[src/rtl/audio_stream_buffer_if.sv]
// Purpose : bundles the sample-in, key-in and codec-out signals of the audio buffer.
// Latency : none, wiring only.
// Backpressure: audio_ready from the codec stalls confirm_pass/pass_data_audio.
// Ports   : synced_sig/getdata (sample strobe), key_control/key_valid (scancodes),
//           audio_ready/pass_data_audio/confirm_pass (codec handshake),
//           playing/muted/drop_count (status).
interface audio_stream_buffer_if #(
  parameter int DATA_W = 16
);
  logic              synced_sig;
  logic [DATA_W-1:0] getdata;
  logic [7:0]        key_control;
  logic              key_valid;
  logic              audio_ready;
  logic [DATA_W-1:0] pass_data_audio;
  logic              confirm_pass;
  logic              playing;
  logic              muted;
  logic [7:0]        drop_count;

  // Source side: audio source, keyboard and codec as seen from outside the buffer.
  modport master (
    output synced_sig, getdata, key_control, key_valid, audio_ready,
    input  pass_data_audio, confirm_pass, playing, muted, drop_count
  );

  // Buffer side.
  modport slave (
    input  synced_sig, getdata, key_control, key_valid, audio_ready,
    output pass_data_audio, confirm_pass, playing, muted, drop_count
  );
endinterface

[src/rtl/audio_stream_buffer.sv]
// Purpose : keyboard-controlled play/stop/mute buffer between audio source and codec.
// Latency : 2 cycles strobe-to-valid (FIFO write, then output register load).
// Backpressure: audio_ready low holds the output word; FIFO fills, then samples drop and are counted.
// Ports   : clock50, rstn (async active-low); bus (slave modport) carries sample input,
//           scancode input, codec valid/ready output and playing/muted/drop_count status.
module audio_stream_buffer #(
  parameter int          DATA_W    = 16,
  parameter int          DEPTH     = 4,
  parameter logic [7:0]  KEY_STOP  = 8'h23,
  parameter logic [7:0]  KEY_START = 8'h24,
  parameter logic [7:0]  KEY_MUTE  = 8'h3A
) (
  input  logic                  clock50,
  input  logic                  rstn,
  audio_stream_buffer_if.slave  bus
);

  localparam int AW = $clog2(DEPTH);

  typedef enum logic {STOPPED = 1'b0, PLAYING = 1'b1} state_t;

  state_t            state, state_nxt;
  logic [AW:0]       wr_ptr, rd_ptr;
  logic [DATA_W-1:0] mem [DEPTH];
  logic [DATA_W-1:0] out_data;
  logic              out_vld;
  logic              muted_q;
  logic [7:0]        drop_q;

  logic key_stop, key_start, key_mute;
  logic empty, full, pop, accept, push, drop;

  assign key_stop  = bus.key_valid && (bus.key_control == KEY_STOP);
  assign key_start = bus.key_valid && (bus.key_control == KEY_START);
  assign key_mute  = bus.key_valid && (bus.key_control == KEY_MUTE);

  // Extra pointer MSB distinguishes full from empty when the index bits match.
  assign empty = (wr_ptr == rd_ptr);
  assign full  = (wr_ptr[AW] != rd_ptr[AW]) && (wr_ptr[AW-1:0] == rd_ptr[AW-1:0]);

  // A stop flushes the FIFO, so nothing is popped from it on that edge; the word
  // already held in the output register is unaffected and finishes its handshake.
  assign pop    = !empty && !key_stop && (!out_vld || bus.audio_ready);

  // Sample sees the pre-key state, except a same-cycle stop discards it uncounted.
  assign accept = bus.synced_sig && (state == PLAYING) && !key_stop;
  assign push   = accept && (!full || pop);
  assign drop   = accept && !push;

  // State register.
  always_ff @(posedge clock50 or negedge rstn) begin
    if (!rstn) begin
      state <= STOPPED;
    end else begin
      state <= state_nxt;
    end
  end

  // Next-state decode.
  always_comb begin
    state_nxt = state;
    if (key_stop) begin
      state_nxt = STOPPED;
    end else if (key_start && (state == STOPPED)) begin
      state_nxt = PLAYING;
    end
  end

  // FIFO pointers; cleared together on a stop.
  always_ff @(posedge clock50 or negedge rstn) begin
    if (!rstn) begin
      wr_ptr <= '0;
      rd_ptr <= '0;
    end else if (key_stop) begin
      wr_ptr <= '0;
      rd_ptr <= '0;
    end else begin
      if (push) wr_ptr <= wr_ptr + {{AW{1'b0}}, 1'b1};
      if (pop)  rd_ptr <= rd_ptr + {{AW{1'b0}}, 1'b1};
    end
  end

  // Storage needs no reset: emptiness is defined by the pointers alone.
  always_ff @(posedge clock50) begin
    if (push) begin
      mem[wr_ptr[AW-1:0]] <= bus.getdata;
    end
  end

  // Output register. Mute is applied at load time so a presented word never changes,
  // and a muted word still consumes its slot to keep the codec cadence.
  always_ff @(posedge clock50 or negedge rstn) begin
    if (!rstn) begin
      out_data <= '0;
      out_vld  <= 1'b0;
    end else if (pop) begin
      out_data <= muted_q ? '0 : mem[rd_ptr[AW-1:0]];
      out_vld  <= 1'b1;
    end else if (bus.audio_ready) begin
      out_vld  <= 1'b0;
    end
  end

  // Mute flag toggles on each mute scancode, in either state.
  always_ff @(posedge clock50 or negedge rstn) begin
    if (!rstn) begin
      muted_q <= 1'b0;
    end else if (key_mute) begin
      muted_q <= ~muted_q;
    end
  end

  // Saturating drop counter.
  always_ff @(posedge clock50 or negedge rstn) begin
    if (!rstn) begin
      drop_q <= '0;
    end else if (drop && (drop_q != 8'hFF)) begin
      drop_q <= drop_q + 8'd1;
    end
  end

  assign bus.pass_data_audio = out_data;
  assign bus.confirm_pass    = out_vld;
  assign bus.playing         = (state == PLAYING);
  assign bus.muted           = muted_q;
  assign bus.drop_count      = drop_q;

endmodule

[src/flat_wrapper.sv]
// flat-port wrapper written by rule: the top's interface ports become plain ports
module audio_stream_buffer_flat 
#(
  parameter int          DATA_W    = 16,
  parameter int          DEPTH     = 4,
  parameter logic [7:0]  KEY_STOP  = 8'h23,
  parameter logic [7:0]  KEY_START = 8'h24,
  parameter logic [7:0]  KEY_MUTE  = 8'h3A
)
  (clock50, rstn, bus_synced_sig, bus_getdata, bus_key_control, bus_key_valid, bus_audio_ready, bus_pass_data_audio, bus_confirm_pass, bus_playing, bus_muted, bus_drop_count);
  audio_stream_buffer_if #(.DATA_W(DATA_W)) bus_i ();
  input  logic clock50;
  input  logic rstn;
  input wire logic [$bits(bus_i.synced_sig)-1:0] bus_synced_sig;
  input wire logic [$bits(bus_i.getdata)-1:0] bus_getdata;
  input wire logic [$bits(bus_i.key_control)-1:0] bus_key_control;
  input wire logic [$bits(bus_i.key_valid)-1:0] bus_key_valid;
  input wire logic [$bits(bus_i.audio_ready)-1:0] bus_audio_ready;
  output wire logic [$bits(bus_i.pass_data_audio)-1:0] bus_pass_data_audio;
  output wire logic [$bits(bus_i.confirm_pass)-1:0] bus_confirm_pass;
  output wire logic [$bits(bus_i.playing)-1:0] bus_playing;
  output wire logic [$bits(bus_i.muted)-1:0] bus_muted;
  output wire logic [$bits(bus_i.drop_count)-1:0] bus_drop_count;
  assign bus_i.synced_sig = bus_synced_sig;
  assign bus_i.getdata = bus_getdata;
  assign bus_i.key_control = bus_key_control;
  assign bus_i.key_valid = bus_key_valid;
  assign bus_i.audio_ready = bus_audio_ready;
  assign bus_pass_data_audio = bus_i.pass_data_audio;
  assign bus_confirm_pass = bus_i.confirm_pass;
  assign bus_playing = bus_i.playing;
  assign bus_muted = bus_i.muted;
  assign bus_drop_count = bus_i.drop_count;
  audio_stream_buffer #(.DATA_W(DATA_W), .DEPTH(DEPTH), .KEY_STOP(KEY_STOP), .KEY_START(KEY_START), .KEY_MUTE(KEY_MUTE)) u_core (.clock50(clock50), .rstn(rstn), .bus(bus_i));
endmodule
[config.mk]
export PLATFORM = sky130hd
export DESIGN_NAME = audio_stream_buffer_flat
export DESIGN_NICKNAME = d
export VERILOG_FILES = /design/src/rtl/audio_stream_buffer_if.sv /design/src/rtl/audio_stream_buffer.sv /design/src/flat_wrapper.sv
export SDC_FILE = /design/constraint.sdc
export NUM_CORES = 1
export LEC_CHECK = 0
export CAP_MARGIN = 20
export CELL_PAD_IN_SITES_DETAIL_PLACEMENT = 0
export CELL_PAD_IN_SITES_GLOBAL_PLACEMENT = 1
export CORE_MARGIN = 2
export CORE_UTILIZATION = 46
export DETAILED_ROUTE_END_ITERATION = 10
export HOLD_SLACK_MARGIN = 0.12
export PLACE_DENSITY_LB_ADDON = 0.15
export SETUP_SLACK_MARGIN = 0.15
export SYNTH_ARGS = -nofsm -noshare
export SYNTH_HDL_FRONTEND = slang
export SYNTH_SLANG_ARGS = --single-unit
[constraint.sdc]
create_clock -name clock50 -period 2.3 [get_ports clock50]
set_input_delay 0.575 -clock clock50 [delete_from_list [all_inputs] [get_ports clock50]]
set_output_delay 0.575 -clock clock50 [all_outputs]
set_load 0.01 [all_outputs]
==> flow_summary_export.csv, run 1 <==
group,metric,value,unit
status,status,"completed",
die,dieHeight,98.9,um
detailed_routing,routed_via_density,5.31,
sta,setup_ws,0.141,ns
sta,fin_crit_sh,93.9,%
global_routing,grt_usage,16.3,%
detailed_routing,wl_met2,3.65,mm
final_layout,final_cell_mix,"edfxtp_1 (64), clkdlybuf4s50_1 (53), dfrtp_1 (33)",
logic_synthesis,syn-num-nets,271,
clock_network,cts_hold_buf,0,
placed_design,gp_congestion,0.776,
pwr,leakagePower,1.97,nW
final_layout,layout_commonest_cell,"edfxtp_1",
die,ios,56,
logic_synthesis,synth.distinct_cells,41,
logic_synthesis,synth.avg_cell_area,17.6,sq um
clock_network,cts_tree,"built",
die,core_area,8720,sq um
run,max_cap_violations,0,
die,start_util,47.5,%
detailed_routing,detailroute.wirelength.met3,348,um
detailed_routing,wl,7.50,mm
die,dieArea,9780,sq um
die,num_rows,34,
min_path,hp-class,"register to register",
setup_path,cp-start-kind,"primary input",
logic_synthesis,synthesis.area,4140,sq um
setup_path,endpoint_kind,"register",
clock_network,h-tree-depth,3,
setup_path,cp_max_fo,16,
final_layout,area_growth_syn_to_layout,26.2,%
setup_path,cp_data_arrival_time,2.24,ns
global_routing,grt_max_degree,34,
logic_synthesis,yosysSeqAreaShare,66.3,%
sta,slew_viol_final,0,
setup_path,crit_chain,"clkdlybuf4s50_1 > or3b_4 > or3_4 > buf_4 > and3_4",
clock_network,cts_made_buffers,9,
detailed_routing,num_vias,2288,
sta,worstMarginPinSlew,0.430,ns
setup_path,crit_type,"primary input to register",
sta,fin_crit,2.16,ns
detailed_routing,remaining_drc_errors,0,
logic_synthesis,synth-main-ff-cell,"edfxtp_1",
detailed_routing,drt-initial-drc-count,56,
final_layout,nets,353,
setup_path,cp.required,2.38,ns
pwr,ir_drop,0.000497,V
setup_path,r2r_cells,4,
logic_synthesis,synthArstFlopShare,34.0,%
logic_synthesis,synth_seq_cells,97,
placed_design,dp_worst_setup_slack,-0.286,ns
logic_synthesis,syn_inst,236,
global_routing,grt_pass1_wl,12.2,mm
global_routing,antenna_found_initial,0,
placed_design,io_buffer_count,55,
logic_synthesis,yosysWarnings,0,
placed_design,dpl.hpwl,4.92,mm
detailed_routing,ant_nets,0,
detailed_routing,top_layer,"met4",
setup_path,max_stage_delay,0.43,ns
clock_network,clk_latency,0.35,ns
pwr,power_density,1220,nW/um^2
clock_network,clock-sinks,97,
sta,fin_skew,0.0110,ns
sta,relSlewSlack,71.3,%
clock_network,cts_root_buf,"clkbuf_8",
detailed_routing,wl_per_cell,17.4,um
logic_synthesis,synth_edf_count,64,
sta,hold-worst-slack,0.516,ns
detailed_routing,firstDrtPassIters,4,
final_layout,diodes,0,
final_layout,fin_area,5230,sq um
die,die_x,98.9,um
setup_path,crit_slowest_cell,"or3_4",
sta,rsz0062_at_grt,"yes",
clock_network,clkTransAtPathRegs,0.09,ns
placed_design,place_area,4920,sq um
sta,finalHoldViolCount,0,
global_routing,grt_pass1_vias,2340,
clock_network,clockBufferDepth,2,
min_path,hold_depth,1,
global_routing,overflow,0,
sta,max_freq,0.463,GHz
sta,finalSetupViolations,0,
final_layout,drive_above_1_share,26.6,%
detailed_routing,wl_met1,3.43,mm
## repair_timing
| action | in CTS | in global routing |
|---|---|---|
| resized for setup | 1 | 7 |
| setup endpoints to repair | 71 | 67 |
| pin swaps | 0 | 2 |
| buffers inserted | 0 | 6 |
## Yosys cell counts, types with 5 or more instances
master / number / share of area (%)
dfrtp_1: 33 / 20
edfxtp_1: 64 / 46
ha_1: 6 / 1.8
inv_1: 5 / 0.45
mux2_2: 7 / 1.9
mux2_4: 10 / 3.6
mux4_2: 16 / 8.7
nand2_1: 6 / 0.54
nand2b_1: 5 / 0.76
nand3_1: 7 / 0.85
nand4_1: 5 / 0.76
nor2b_1: 17 / 2.6
xnor2_1: 6 / 1.3
## final timing paths
| path | start | end | slack, ns |
|---|---|---|---|
| min in group asynchronous | rstn | u_core.bus.confirm_pass$_DFFE_PN0P_ | 0.63 |
| min reg2reg | u_core.bus.pass_data_audio[4]$_DFFE_PN0P_ | u_core.bus.pass_data_audio[4]$_DFFE_PN0P_ | 0.52 |
| min | u_core.bus.pass_data_audio[4]$_DFFE_PN0P_ | u_core.bus.pass_data_audio[4]$_DFFE_PN0P_ | 0.52 |
| max reg2reg | u_core.wr_ptr[1]$_DFFE_PN0P_ | u_core.bus.drop_count[1]$_DFFE_PN0P_ | 0.50 |
| max in group asynchronous | rstn | u_core.bus.pass_data_audio[10]$_DFFE_PN0P_ | 1.35 |
| max | bus_key_control[4] | u_core.mem[2][10]$_DFFE_PP_ | 0.14 |
## layer usage
| metal | vias to the layer above | GRT usage [%] |
|---|---|---|
| li1 | 1074 | - |
| met1 | 1142 | 22.6 |
| met2 | 64 | 26.2 |
| met3 | 8 | 2.98 |
| met4 | 0 | 5.69 |
| met5 | - | 0 |
## final cells by class
type / count / area [sq um]
clock inverters: 5 / 58.8
flip-flops and latches: 97 / 2750
multi-input cells: 126 / 1330
clock buffers: 11 / 163
well taps: 108 / 135
repair buffers: 79 / 773
fillers: 657 / 3490
inverters: 5 / 18.8
## sequential cells by signal, indices dropped and copies added (netlist names)
register                    count
u_core.bus.confirm_pass         1
u_core.bus.drop_count           8
u_core.bus.muted                1
u_core.bus.pass_data_audio     16
u_core.bus.playing              1
u_core.mem                     64
u_core.rd_ptr                   3
u_core.wr_ptr                   3
## where the power goes
part / total, mW / switching [mW] / internal (mW)
clock network: 1.17 / 0.574 / 0.601
logic: 2.58 / 1.06 / 1.52
registers: 2.64 / 0.261 / 2.38
## per-stage QoR
stage | instances | TNS, ns | utilization [%] | power (mW)
final | 431 | 0 | 59.9 | 6.39
after global routing | 431 | 0 | 59.9 | 6.79
after CTS | 425 | 0 | 59.0 | 6.33
after detailed placement | 409 | -22.96 | 56.4 | 5.15
after global placement | 409 | -21.02 | 56.4 | 5.10
after floorplan | 236 | 0 | - | 4.35
## cells by family (layout without fill, tap and decap cells)
group	Yosys count	after routing	synth area share, %
adders and majority gates	6	6	1.81
muxes	39	39	15.7
and+or+nand+nor	59	59	8.91
DFF	97	97	66.3
AOI/OAI and AO/OA	12	12	2.72
buffers and inverters	13	100	2.02
xor gates and xnor gates	10	10	2.48
## critical path: cells and delay by family
kind / cells / cell delay, ns
and+or+nand+nor: 3 / 1.06
buffers and inverters: 2 / 0.60
Note: power is estimated with default switching activity, not from simulation.
==> run 2, diff against run 1 <==
--- a/config.mk
+++ b/config.mk
@@ -5,7 +5,7 @@
 export SDC_FILE = /design/constraint.sdc
 export NUM_CORES = 1
 export LEC_CHECK = 0
-export CAP_MARGIN = 20
+export CAP_MARGIN = 25
 export CELL_PAD_IN_SITES_DETAIL_PLACEMENT = 0
 export CELL_PAD_IN_SITES_GLOBAL_PLACEMENT = 1
 export CORE_MARGIN = 2
==> results of run 2 <==
The final DEF is identical to that of run 1; final timing and power are the same.
